$ cat config.mk
export PLATFORM = sky130hd
export DESIGN_NAME = reg_rd
export DESIGN_NICKNAME = d
export VERILOG_FILES = /design/src/rtl/reg_rd.sv
export SDC_FILE = /design/constraint.sdc
export NUM_CORES = 1
export LEC_CHECK = 0
export BUFFER_PORTS_ARGS = -buffer_cell sky130_fd_sc_hd__buf_2
export CAP_MARGIN = 20
export CORE_MARGIN = 2
export CORE_UTILIZATION = 52
export DETAILED_ROUTE_END_ITERATION = 6
export PLACE_DENSITY = 0.87
export SETUP_SLACK_MARGIN = 0.05
export SLEW_MARGIN = 20
export SYNTH_ARGS = -nofsm -noshare
export SYNTH_HDL_FRONTEND = slang
export SYNTH_SLANG_ARGS = --single-unit
$ cat constraint.sdc
create_clock -name CLK_RD -period 10 [get_ports CLK_RD]
set_clock_uncertainty 0.05 [all_clocks]
set_input_delay 1.5 -clock CLK_RD [delete_from_list [all_inputs] [get_ports CLK_RD]]
set_output_delay 1.5 -clock CLK_RD [all_outputs]
set_load 0.01 [all_outputs]
$ cat src/rtl/reg_rd.sv
// reg_rd: operand fetch with same-cycle write-back bypass, pending-write scoreboard and registered valid/ready output.
// Latency 1 cycle request->operands; optional `REG_RD_R0_ZERO_EN makes register 0 read as zero and never pend.
module reg_rd #(
    parameter int DATA_W = 16
) (
    input  logic              CLK_RD,
    input  logic              RESET,
    input  logic [DATA_W-1:0] REG_0,
    input  logic [DATA_W-1:0] REG_1,
    input  logic [DATA_W-1:0] REG_2,
    input  logic [DATA_W-1:0] REG_3,
    input  logic [DATA_W-1:0] REG_4,
    input  logic [DATA_W-1:0] REG_5,
    input  logic [DATA_W-1:0] REG_6,
    input  logic [DATA_W-1:0] REG_7,
    input  logic [2:0]        N_REG,
    input  logic [DATA_W-1:0] REG_IN,
    input  logic              REG_WEN,
    input  logic              REQ_VALID,
    output logic              REQ_READY,
    input  logic [2:0]        REQ_A,
    input  logic [2:0]        REQ_B,
    input  logic [2:0]        REQ_DST,
    input  logic              REQ_DST_EN,
    output logic              OP_VALID,
    input  logic              OP_READY,
    output logic [DATA_W-1:0] OP_A,
    output logic [DATA_W-1:0] OP_B,
    output logic [2:0]        OP_DST,
    output logic              OP_DST_EN
);

    logic [DATA_W-1:0] rf [8];
    logic [7:0]        wb_clr;
    logic [7:0]        eff_pend;
    logic [7:0]        set_mask;
    logic              hazard;
    logic              space;
    logic              req_rdy;
    logic              accept;
    logic              dst_en_eff;
    logic [DATA_W-1:0] sel_a;
    logic [DATA_W-1:0] sel_b;

    logic              op_vld_q,    op_vld_d;
    logic [DATA_W-1:0] op_a_q,      op_a_d;
    logic [DATA_W-1:0] op_b_q,      op_b_d;
    logic [2:0]        op_dst_q,    op_dst_d;
    logic              op_dst_en_q, op_dst_en_d;
    logic [7:0]        pend_q,      pend_d;

    always_comb begin
        rf[0] = REG_0;
        rf[1] = REG_1;
        rf[2] = REG_2;
        rf[3] = REG_3;
        rf[4] = REG_4;
        rf[5] = REG_5;
        rf[6] = REG_6;
        rf[7] = REG_7;
    end

    // A write-back committing this edge both clears its pending bit and feeds the bypass.
    always_comb begin
        wb_clr = 8'h00;
        if (REG_WEN) begin
            wb_clr[N_REG] = 1'b1;
        end
    end

    assign eff_pend = pend_q & ~wb_clr;

`ifdef REG_RD_R0_ZERO_EN
    assign dst_en_eff = REQ_DST_EN && (REQ_DST != 3'd0);
`else
    assign dst_en_eff = REQ_DST_EN;
`endif

    // Destination term catches WAW so two writers of one register never overlap.
    assign hazard  = eff_pend[REQ_A] | eff_pend[REQ_B] | (REQ_DST_EN & eff_pend[REQ_DST]);
    assign space   = !op_vld_q | OP_READY;
    assign req_rdy = !RESET & REQ_VALID & !hazard & space;
    assign accept  = REQ_VALID & req_rdy;

    always_comb begin
        sel_a = rf[REQ_A];
        if (REG_WEN && (N_REG == REQ_A)) begin
            sel_a = REG_IN;
        end
`ifdef REG_RD_R0_ZERO_EN
        if (REQ_A == 3'd0) begin
            sel_a = '0;
        end
`endif
    end

    always_comb begin
        sel_b = rf[REQ_B];
        if (REG_WEN && (N_REG == REQ_B)) begin
            sel_b = REG_IN;
        end
`ifdef REG_RD_R0_ZERO_EN
        if (REQ_B == 3'd0) begin
            sel_b = '0;
        end
`endif
    end

    // Set is ORed after the clear so a same-cycle set on a clearing register wins.
    always_comb begin
        set_mask = 8'h00;
        if (accept && dst_en_eff) begin
            set_mask[REQ_DST] = 1'b1;
        end
    end

    always_comb begin
        op_vld_d    = op_vld_q;
        op_a_d      = op_a_q;
        op_b_d      = op_b_q;
        op_dst_d    = op_dst_q;
        op_dst_en_d = op_dst_en_q;
        pend_d      = eff_pend | set_mask;
        if (accept) begin
            op_vld_d    = 1'b1;
            op_a_d      = sel_a;
            op_b_d      = sel_b;
            op_dst_d    = REQ_DST;
            op_dst_en_d = dst_en_eff;
        end else if (OP_READY && op_vld_q) begin
            op_vld_d = 1'b0;
        end
    end

    always_ff @(posedge CLK_RD) begin
        if (RESET) begin
            op_vld_q    <= 1'b0;
            op_a_q      <= '0;
            op_b_q      <= '0;
            op_dst_q    <= 3'd0;
            op_dst_en_q <= 1'b0;
            pend_q      <= 8'h00;
        end else begin
            op_vld_q    <= op_vld_d;
            op_a_q      <= op_a_d;
            op_b_q      <= op_b_d;
            op_dst_q    <= op_dst_d;
            op_dst_en_q <= op_dst_en_d;
            pend_q      <= pend_d;
        end
    end

    assign REQ_READY = req_rdy;
    assign OP_VALID  = op_vld_q;
    assign OP_A      = op_a_q;
    assign OP_B      = op_b_q;
    assign OP_DST    = op_dst_q;
    assign OP_DST_EN = op_dst_en_q;

endmodule

==> results of run 1 <==
worst max-delay path, stage by stage:
cell	delay (ps)
buf_2	70
buf_4	540
nor2b_1	120
a32o_1	240
mux4_2	500
nor4_4	400
nand2_1	160
inv_2	70
buf_2	120
report_power, final:
group	total, mW	switching, mW	internal [mW]
registers	0.204	0.00813	0.196
clock network	0.122	0.0596	0.0625
logic	0.224	0.114	0.109
worst max path at each step:
| stage | startpoint | endpoint | slack (ps) | cells after the start |
|---|---|---|---|---|
| global route | REQ_B[0] | REQ_READY | 4540 | 9 |
| CTS | REQ_B[0] | REQ_READY | 4700 | 9 |
| floorplan | N_REG[1] | REQ_READY | 4720 | 9 |
| detailed placement | REQ_B[0] | REQ_READY | 4700 | 9 |
| global placement | REQ_B[0] | REQ_READY | 4750 | 9 |
| finish | REQ_B[0] | REQ_READY | 4710 | 9 |
stage by stage:
step	area [µm²]	power [mW]	hold slack, ps
2_1_floorplan	4420	0.346	399
3_3_place_gp	5330	0.419	420
3_5_place_dp	5330	0.426	426
4_1_cts	5430	0.547	438
5_1_grt	5450	0.577	457
6_report	5460	0.549	433
final cells by class:
cell class	instances	area share
Tap cell	105	0.0241
Clock inverter	1	0.000917
Antenna cell	2	0.000917
Timing Repair Buffer	204	0.191
Inverter	6	0.00413
Clock buffer	7	0.0177
Sequential cell	45	0.165
Multi-Input combinational cell	352	0.596
layer usage:
metal / global-route usage / vias to the layer above / wire length (µm)
met1: 0.412 / 2204 / 5530
met2: 0.516 / 342 / 7380
met3: 0.0556 / 54 / 1440
met4: 0.131 / 0 / 505
li1: - / 2085 / -
met5: 0 / - / 0
registers in the layout (all words and copies together) (netlist names):
signal and flops:
OP_DST_EN 1, OP_DST 3, OP_A 16, pend_q 8
OP_B 16, OP_VALID 1
kinds of logic after synthesis:
group           synth area share
compound gates             0.166
xor+xnor                  0.0119
buf+inv                   0.0603
flops                      0.204
mux                        0.404
simple gates               0.154
Yosys cell counts, drive strengths merged, types with 3 or more instances:
library cell	instances	area (µm²)
dfxtp	45	901
mux4	65	1460
buf	22	146
inv	6	22.5
nand3	7	35.0
clkbuf	26	97.6
a21oi	5	25.0
nand2	46	173
o22ai	4	25.0
nand4	4	25.0
nand4b	4	35.0
or3	3	18.8
o32ai	5	43.8
o21ai	101	513
a32o	3	30.0
nor2b	39	244
mux2i	32	320
xnor2	6	52.6
==> impl_metrics.py, run 1 <==
metrics = {
    "outcome": {
        "status": "finished clean",
    },
    "cells_and_area": {
        "fillCellCount": 700,
        "finalNonFillerCells": 722,
        "areaGrowthSynthToFinish_pct": 23.4,
        "final_cell_mix": "buf_2 (199), o21ai_1 (66), mux4_2 (65)",
        "multiInputGateArea_um2": 3250,
        "final_util": 0.664,
        "nNetsFinal": 776,
        "seq_area_um2": 901,
        "layout_commonest_cell": "buf_2",
        "drive_gt1_frac": 0.463,
    },
    "sta": {
        "timing_max_transition_violations_final": 0,
        "post-route-period-util": 0.529,
        "max-slew-margin-rel": 0.398,
        "rsz0062_at_grt": "false",
        "period_needed_ps": 5290,
        "setup_violations": 0,
        "fin_ws_ps": 4710,
        "tns_ps": 0,
        "tightest_slew_ps": 903,
        "fmax_mhz": 189,
        "hold_violations": 0,
    },
    "yosys": {
        "ys_ff_latch": 45,
        "syn_nets": 613,
        "synthesis.area_um2": 4420,
        "syn_inst": 451,
        "ys_seq_area_frac": 0.204,
        "yosys_warnings": 0,
        "synth-main-ff-cell": "dfxtp_1",
        "synthArstFlopShare": 0,
        "synth_cell_types": 45,
        "avgSynthCellArea_um2": 9.80,
        "synth_edf_count": 0,
    },
    "worst_hold_path": {
        "holdPathEnd": "OP_DST_EN",
        "holdCritStartpoint": "OP_DST_EN",
        "hold_path.class": "flop to flop",
        "hold_path_depth": 2,
    },
    "cts": {
        "cts_resized": 0,
        "cts-root-buf": "clkbuf_8",
        "post_cts_buffers": 0,
        "h-tree-depth": 2,
        "clk_pin_slew_ps": 80,
        "worstSkewPairLatency_ps": 290,
        "cts.hold.buffers_added": 0,
        "cts_tree": "built",
        "clk_path_buf_depth": 2,
        "numCtsBuffers": 5,
        "clock_sinks": 45,
    },
    "worst_setup_path": {
        "timing.rr.end": "OP_A[4]",
        "r2r_slack_ps": 7140,
        "critPathLaunchType": "input port",
        "critical_path.max_fanout": 41,
        "cp_data_required_time_ps": 8450,
        "arrival_ps": 3740,
        "critPathKind": "input port to output port",
        "end_kind": "output port",
        "r2r_cells": 6,
        "r2r_start": "pend_q[6]",
    },
    "placement": {
        "globalplace.congestion": 0.987,
        "io_buffers": 199,
        "place_hpwl_mm": 11.7,
        "numPlacedInstances": 710,
        "dp_slack_ps": 4700,
    },
    "job": {
        "drv_cap": 0,
    },
    "global_route": {
        "grt_pass1_vias": 4429,
        "grt_usage": 0.315,
        "antenna_found_initial": 0,
        "grt_pass1_wl_mm": 22.2,
        "overflow": 0,
        "grt_max_degree": 50,
    },
    "pwr": {
        "p_leak_nw": 2.36,
        "vdd_drop_max_uv": 55.8,
        "power.density_nw_per_um2": 101,
    },
    "routing": {
        "detail-route-antenna-nets": 0,
        "drtIter0Drc": 346,
        "via_count": 4685,
        "drt_wl_total_mm": 14.9,
        "wl_per_cell_um": 20.6,
        "drcViolationCount": 0,
        "first_pass_iters": 5,
        "routed_via_density": 6.49,
    },
    "floorplan": {
        "start_util": 0.538,
        "core_um2": 8220,
        "io_pins": 200,
        "die-area_um2": 9250,
        "die_h_um": 96.2,
        "num_rows": 33,
        "die_w_um": 96.2,
    },
}
(Power assumes the default switching activity.)
==> run 2: changes to the inputs <==
CORE_UTILIZATION = 44   (was 52)
PLACE_DENSITY = 0.79   (was 0.87)
clock period = 4.25 ns   (was 10 ns; I/O delays follow)
==> run 2 against run 1 <==
Wire length fell by 4.6%. Combinational power rose by 130%. Die area rose by 17%. Clock power rose by 110%. Sequential share of layout area fell by 0.13 points. Register-to-register slack got worse by 5300 ps.
==> impl_metrics.py, run 2 (same netlist as run 1, synthesis figures left out) <==
metrics = {
    "outcome": {
        "status": "finished clean",
    },
    "sta": {
        "post-route-period-util": 0.834,
        "hold_violations": 0,
        "period_needed_ps": 3540,
        "timing_max_transition_violations_final": 0,
        "tns_ps": 0,
        "max-slew-margin-rel": 0.396,
        "fmax_mhz": 282,
        "tightest_slew_ps": 906,
        "setup_violations": 0,
        "rsz0062_at_grt": "false",
    },
    "worst_setup_path": {
        "cp-endpoint": "REQ_READY",
        "r2r_start": "pend_q[6]",
        "crit_start": "N_REG[0]",
        "r2r_cells": 7,
        "critical_path.max_fanout": 10,
        "critPathMaxStageDelay_ps": 580,
        "crit_path_frequent_cell": "buf_2",
        "arrival_ps": 2850,
        "r2r_slack_ps": 1800,
        "path_cells": "buf_2 -> or4bb_1 -> a32o_1 -> mux4_2 -> nor4_4 -> nand2_1 -> inv_2 -> buf_2",
        "critPathLaunchType": "input port",
        "critPathSlowestCell": "or4bb_1",
        "cp_data_required_time_ps": 3560,
        "end_kind": "output port",
        "timing.rr.end": "OP_DST[2]",
        "critPathKind": "input port to output port",
    },
    "cts": {
        "clock_sinks": 45,
        "cts_resized": 0,
        "cts-root-buf": "clkbuf_8",
        "numCtsBuffers": 5,
        "cts.hold.buffers_added": 0,
        "worstSkewPairLatency_ps": 290,
        "cts_tree": "built",
        "h-tree-depth": 2,
        "clk_path_buf_depth": 2,
        "clk_pin_slew_ps": 80,
        "post_cts_buffers": 0,
    },
    "cells_and_area": {
        "fillCellCount": 892,
        "nNetsFinal": 780,
        "layout_commonest_cell": "buf_2",
        "areaGrowthSynthToFinish_pct": 24.4,
        "final_cell_mix": "buf_2 (199), o21ai_1 (66), mux4_2 (65)",
        "drive_gt1_frac": 0.464,
        "design_area_um2": 5500,
    },
    "routing": {
        "routed_via_density": 5.89,
        "drcViolationCount": 0,
        "first_pass_iters": 7,
        "drtIter0Drc": 214,
        "via_count": 4448,
        "wl_per_cell_um": 18.8,
        "drt_wl_total_mm": 14.2,
        "detail-route-antenna-nets": 0,
    },
    "placement": {
        "io_buffers": 199,
        "place_hpwl_mm": 11.3,
        "place_area_um2": 5400,
        "globalplace.congestion": 0.913,
    },
    "job": {
        "drv_cap": 0,
    },
    "floorplan": {
        "start_util": 0.452,
        "core_um2": 9770,
        "io_pins": 200,
        "die-area_um2": 10900,
        "die_w_um": 104,
        "num_rows": 36,
        "die_h_um": 104,
    },
    "global_route": {
        "grt_pass1_wl_mm": 22.0,
        "grt_max_degree": 50,
        "grt_usage": 0.253,
        "antenna_found_initial": 3,
        "overflow": 0,
        "grt_pass1_vias": 4364,
    },
    "pwr": {
        "p_leak_nw": 2.37,
        "power.density_nw_per_um2": 228,
        "total_power_mw": 1.25,
        "vdd_drop_max_uv": 126,
    },
    "worst_hold_path": {
        "hold_path.class": "flop to flop",
    },
}
run 2: report_power, final:
group          internal, mW  total, mW  switching (mW)
Sequential            0.460      0.478          0.0175
Clock                 0.114      0.254           0.140
Combinational         0.258      0.522           0.264
run 2: stage by stage:
stage	setup slack [ps]	hold slack (ps)	instances	util
2_1_floorplan	694	399	451	-
3_3_place_gp	776	418	743	0.552
3_5_place_dp	720	429	743	0.552
4_1_cts	721	440	751	0.561
5_1_grt	622	455	755	0.563
6_report	708	443	755	0.563
run 2: worst min-delay path by stage:
stage | from | cells past startpoint | endpoint | slack (ps)
after floorplan | pend_q[0] | 2 | pend_q[0] | 400
after global placement | OP_DST[1] | 2 | OP_DST[1] | 420
after global routing | OP_DST[1] | 2 | OP_DST[1] | 460
after CTS | OP_DST[1] | 2 | OP_DST[1] | 440
final | OP_DST[1] | 2 | OP_DST[1] | 440
after detailed placement | OP_DST[1] | 2 | OP_DST[1] | 430
run 2: worst max-delay path, delay by kind of cell:
| family | cells | cell delay, ps |
|---|---|---|
| and+or+nand+nor | 3 | 1150 |
| AOI/OAI and AO/OA | 1 | 230 |
| buffers and inverters | 3 | 350 |
| muxes | 1 | 500 |
run 2: final cells by class:
type                       count  area [µm²]  share of cell area
timing repair buffer         208        1070               0.194
inverter                       6        22.5             0.00410
clock inverter                 2        10.0             0.00182
clock buffer                   6        72.6              0.0132
multi-input combinational    352        3250               0.591
antenna                        3        7.51             0.00137
sequential                    45         901               0.164
tap                          133         166              0.0303
run 2: per-layer routing:
layer | up-vias | share of wire | global-route usage
met2 | 225 | 0.47 | 0.409
met1 | 2104 | 0.43 | 0.343
met4 | 0 | 0.024 | 0.0801
li1 | 2094 | - | -
met3 | 25 | 0.079 | 0.0508
met5 | - | 0 | 0
==> run 3: changes to the inputs <==
clock period = 3.1 ns   (was 4.25 ns; I/O delays follow)
==> run 3 against run 2 <==
Setup slack worse by 590 ps. Combinational power is 39% higher. Global-route usage is 0.12 points higher. Sequential power is 37% higher. Critical path depth is 1 higher. Clock power is 55% higher. Count of clock-buffer cells in the layout is 1 higher.
==> impl_metrics.py, run 3 (same netlist as run 1, synthesis figures left out) <==
metrics = {
    "sta": {
        "setup_violations": 0,
        "post-route-period-util": 0.961,
        "tns_ps": 0,
        "tightest_slew_ps": 769,
        "timing_max_transition_violations_final": 0,
        "hold_violations": 0,
        "rsz0062_at_grt": "false",
        "fmax_mhz": 336,
        "max-slew-margin-rel": 0.488,
        "period_needed_ps": 2980,
    },
    "pwr": {
        "p_leak_nw": 2.44,
        "power.density_nw_per_um2": 316,
        "vdd_drop_max_uv": 173,
    },
    "worst_hold_path": {
        "holdPathEnd": "OP_A[7]",
        "hold_path_depth": 3,
        "holdCritStartpoint": "REG_IN[7]",
        "hold_path.class": "input port to flop",
    },
    "routing": {
        "detail-route-antenna-nets": 0,
        "via_count": 4444,
        "wl_per_cell_um": 18.4,
        "drcViolationCount": 0,
        "drt_wl_total_mm": 14.1,
        "first_pass_iters": 5,
        "routed_via_density": 5.81,
        "drtIter0Drc": 313,
    },
    "worst_setup_path": {
        "arrival_ps": 2460,
        "cp_data_required_time_ps": 2580,
        "r2r_slack_ps": 720,
        "path_buf_inv": 4,
        "critPathLaunchType": "input port",
        "critPathKind": "input port to output port",
        "critPathSlowestCell": "or4b_4",
        "timing.rr.end": "OP_A[6]",
        "critical_path.max_fanout": 4,
        "cp.depth": 9,
        "crit_path_frequent_cell": "buf_2",
        "r2r_cells": 7,
        "critPathMaxStageDelay_ps": 570,
        "path_cells": "buf_2 -> or4b_4 -> a32o_1 -> mux4_2 -> buf_4 -> nor4_4 -> nand2_2 -> inv_4 -> buf_2",
        "r2r_start": "pend_q[6]",
        "path_delay_family": "simple AND/OR/NAND/NOR gates",
        "end_kind": "output port",
    },
    "global_route": {
        "grt_pass1_wl_mm": 22.4,
        "grt_pass1_vias": 4483,
        "antenna_found_initial": 2,
        "grt_usage": 0.254,
        "overflow": 0,
        "grt_max_degree": 49,
    },
    "floorplan": {
        "io_pins": 200,
        "num_rows": 36,
        "die_w_um": 104,
        "die-area_um2": 10900,
        "start_util": 0.452,
        "die_h_um": 104,
        "core_um2": 9770,
    },
    "placement": {
        "place_hpwl_mm": 11.1,
        "io_buffers": 199,
        "globalplace.congestion": 0.906,
    },
    "outcome": {
        "status": "finished clean",
    },
    "cells_and_area": {
        "nNetsFinal": 791,
        "areaGrowthSynthToFinish_pct": 27.0,
        "final_util": 0.574,
        "drive_gt1_frac": 0.476,
        "layout_commonest_cell": "buf_2",
        "fillCellCount": 933,
        "final_cell_mix": "buf_2 (199), o21ai_1 (66), mux4_2 (65)",
    },
    "cts": {
        "cts.hold.buffers_added": 0,
        "cts-root-buf": "clkbuf_8",
        "cts_tree": "built",
        "clock_sinks": 45,
        "clk_path_buf_depth": 2,
        "numCtsBuffers": 5,
        "worstSkewPairLatency_ps": 290,
        "h-tree-depth": 2,
        "clk_pin_slew_ps": 80,
    },
    "job": {
        "drv_cap": 0,
    },
}
[run 3: changes by cell type in the layout (fill, tap and decap cells not counted)]
cell	before	now
buf_12	0	1
buf_4	8	19
buf_6	1	0
clkbuf_1	1	0
clkbuf_8	5	7
clkinv_2	2	1
diode_2	3	2
inv_2	2	1
inv_4	0	1
nand2_1	46	45
nand2_2	0	1
[run 3: worst max path at each step]
stage	startpoint	end	slack, ps
floorplan	N_REG[2]	REQ_READY	50
global placement	N_REG[1]	OP_DST_EN	110
detailed placement	N_REG[1]	OP_DST[2]	60
CTS	N_REG[1]	REQ_READY	90
global route	N_REG[1]	REQ_READY	80
finish	N_REG[1]	REQ_READY	120
[run 3: metrics by stage]
step | worst slack, ps | instances | hold WS (ps) | power, mW | instance area (µm²)
floorplan | 51.6 | 451 | 399 | 1.12 | 4430
global route | 76.0 | 765 | 429 | 1.87 | 5610
detailed placement | 64.9 | 755 | 426 | 1.39 | 5500
CTS | 89.5 | 763 | 422 | 1.78 | 5600
global placement | 108 | 755 | 419 | 1.37 | 5500
finish | 121 | 765 | 427 | 1.77 | 5610
[run 3: worst min-delay path, delay by kind of cell]
kind,cells,cell delay (ps)
AO/OA/AOI/OAI,2,190
buffers and inverters,1,80
[run 3: layer usage]
metal / up-vias / part of all wire / global-route usage
met2: 218 / 0.47 / 0.410
met3: 27 / 0.075 / 0.0489
met5: - / 0 / 0
met1: 2085 / 0.43 / 0.337
li1: 2114 / - / -
met4: 0 / 0.025 / 0.102
[run 3: final cells by class]
cell class	count	area (µm²)	area share
Tap cell	133	166	0.0297
Clock buffer	7	96.3	0.0172
Sequential cell	45	901	0.161
Timing Repair Buffer	219	1160	0.206
Multi-Input combinational cell	352	3250	0.580
Clock inverter	1	5.00	0.000892
Antenna cell	2	5.00	0.000892
Inverter	6	25.0	0.00446
[run 3: report_power, final]
part / switching [mW] / internal [mW] / leakage, nW
logic: 0.361 / 0.364 / 2.01
clock network: 0.191 / 0.202 / 0.0543
registers: 0.0247 / 0.631 / 0.369
total: 0.577 / 1.20 / 2.44
[run 3: repair_timing]
item / 4_1_cts / 5_1_grt
gates resized for setup: 0 / 1
setup endpoints to repair: 0 / 1
buffers inserted: 0 / 0
endpoints found under the hold margin: 0 / 0
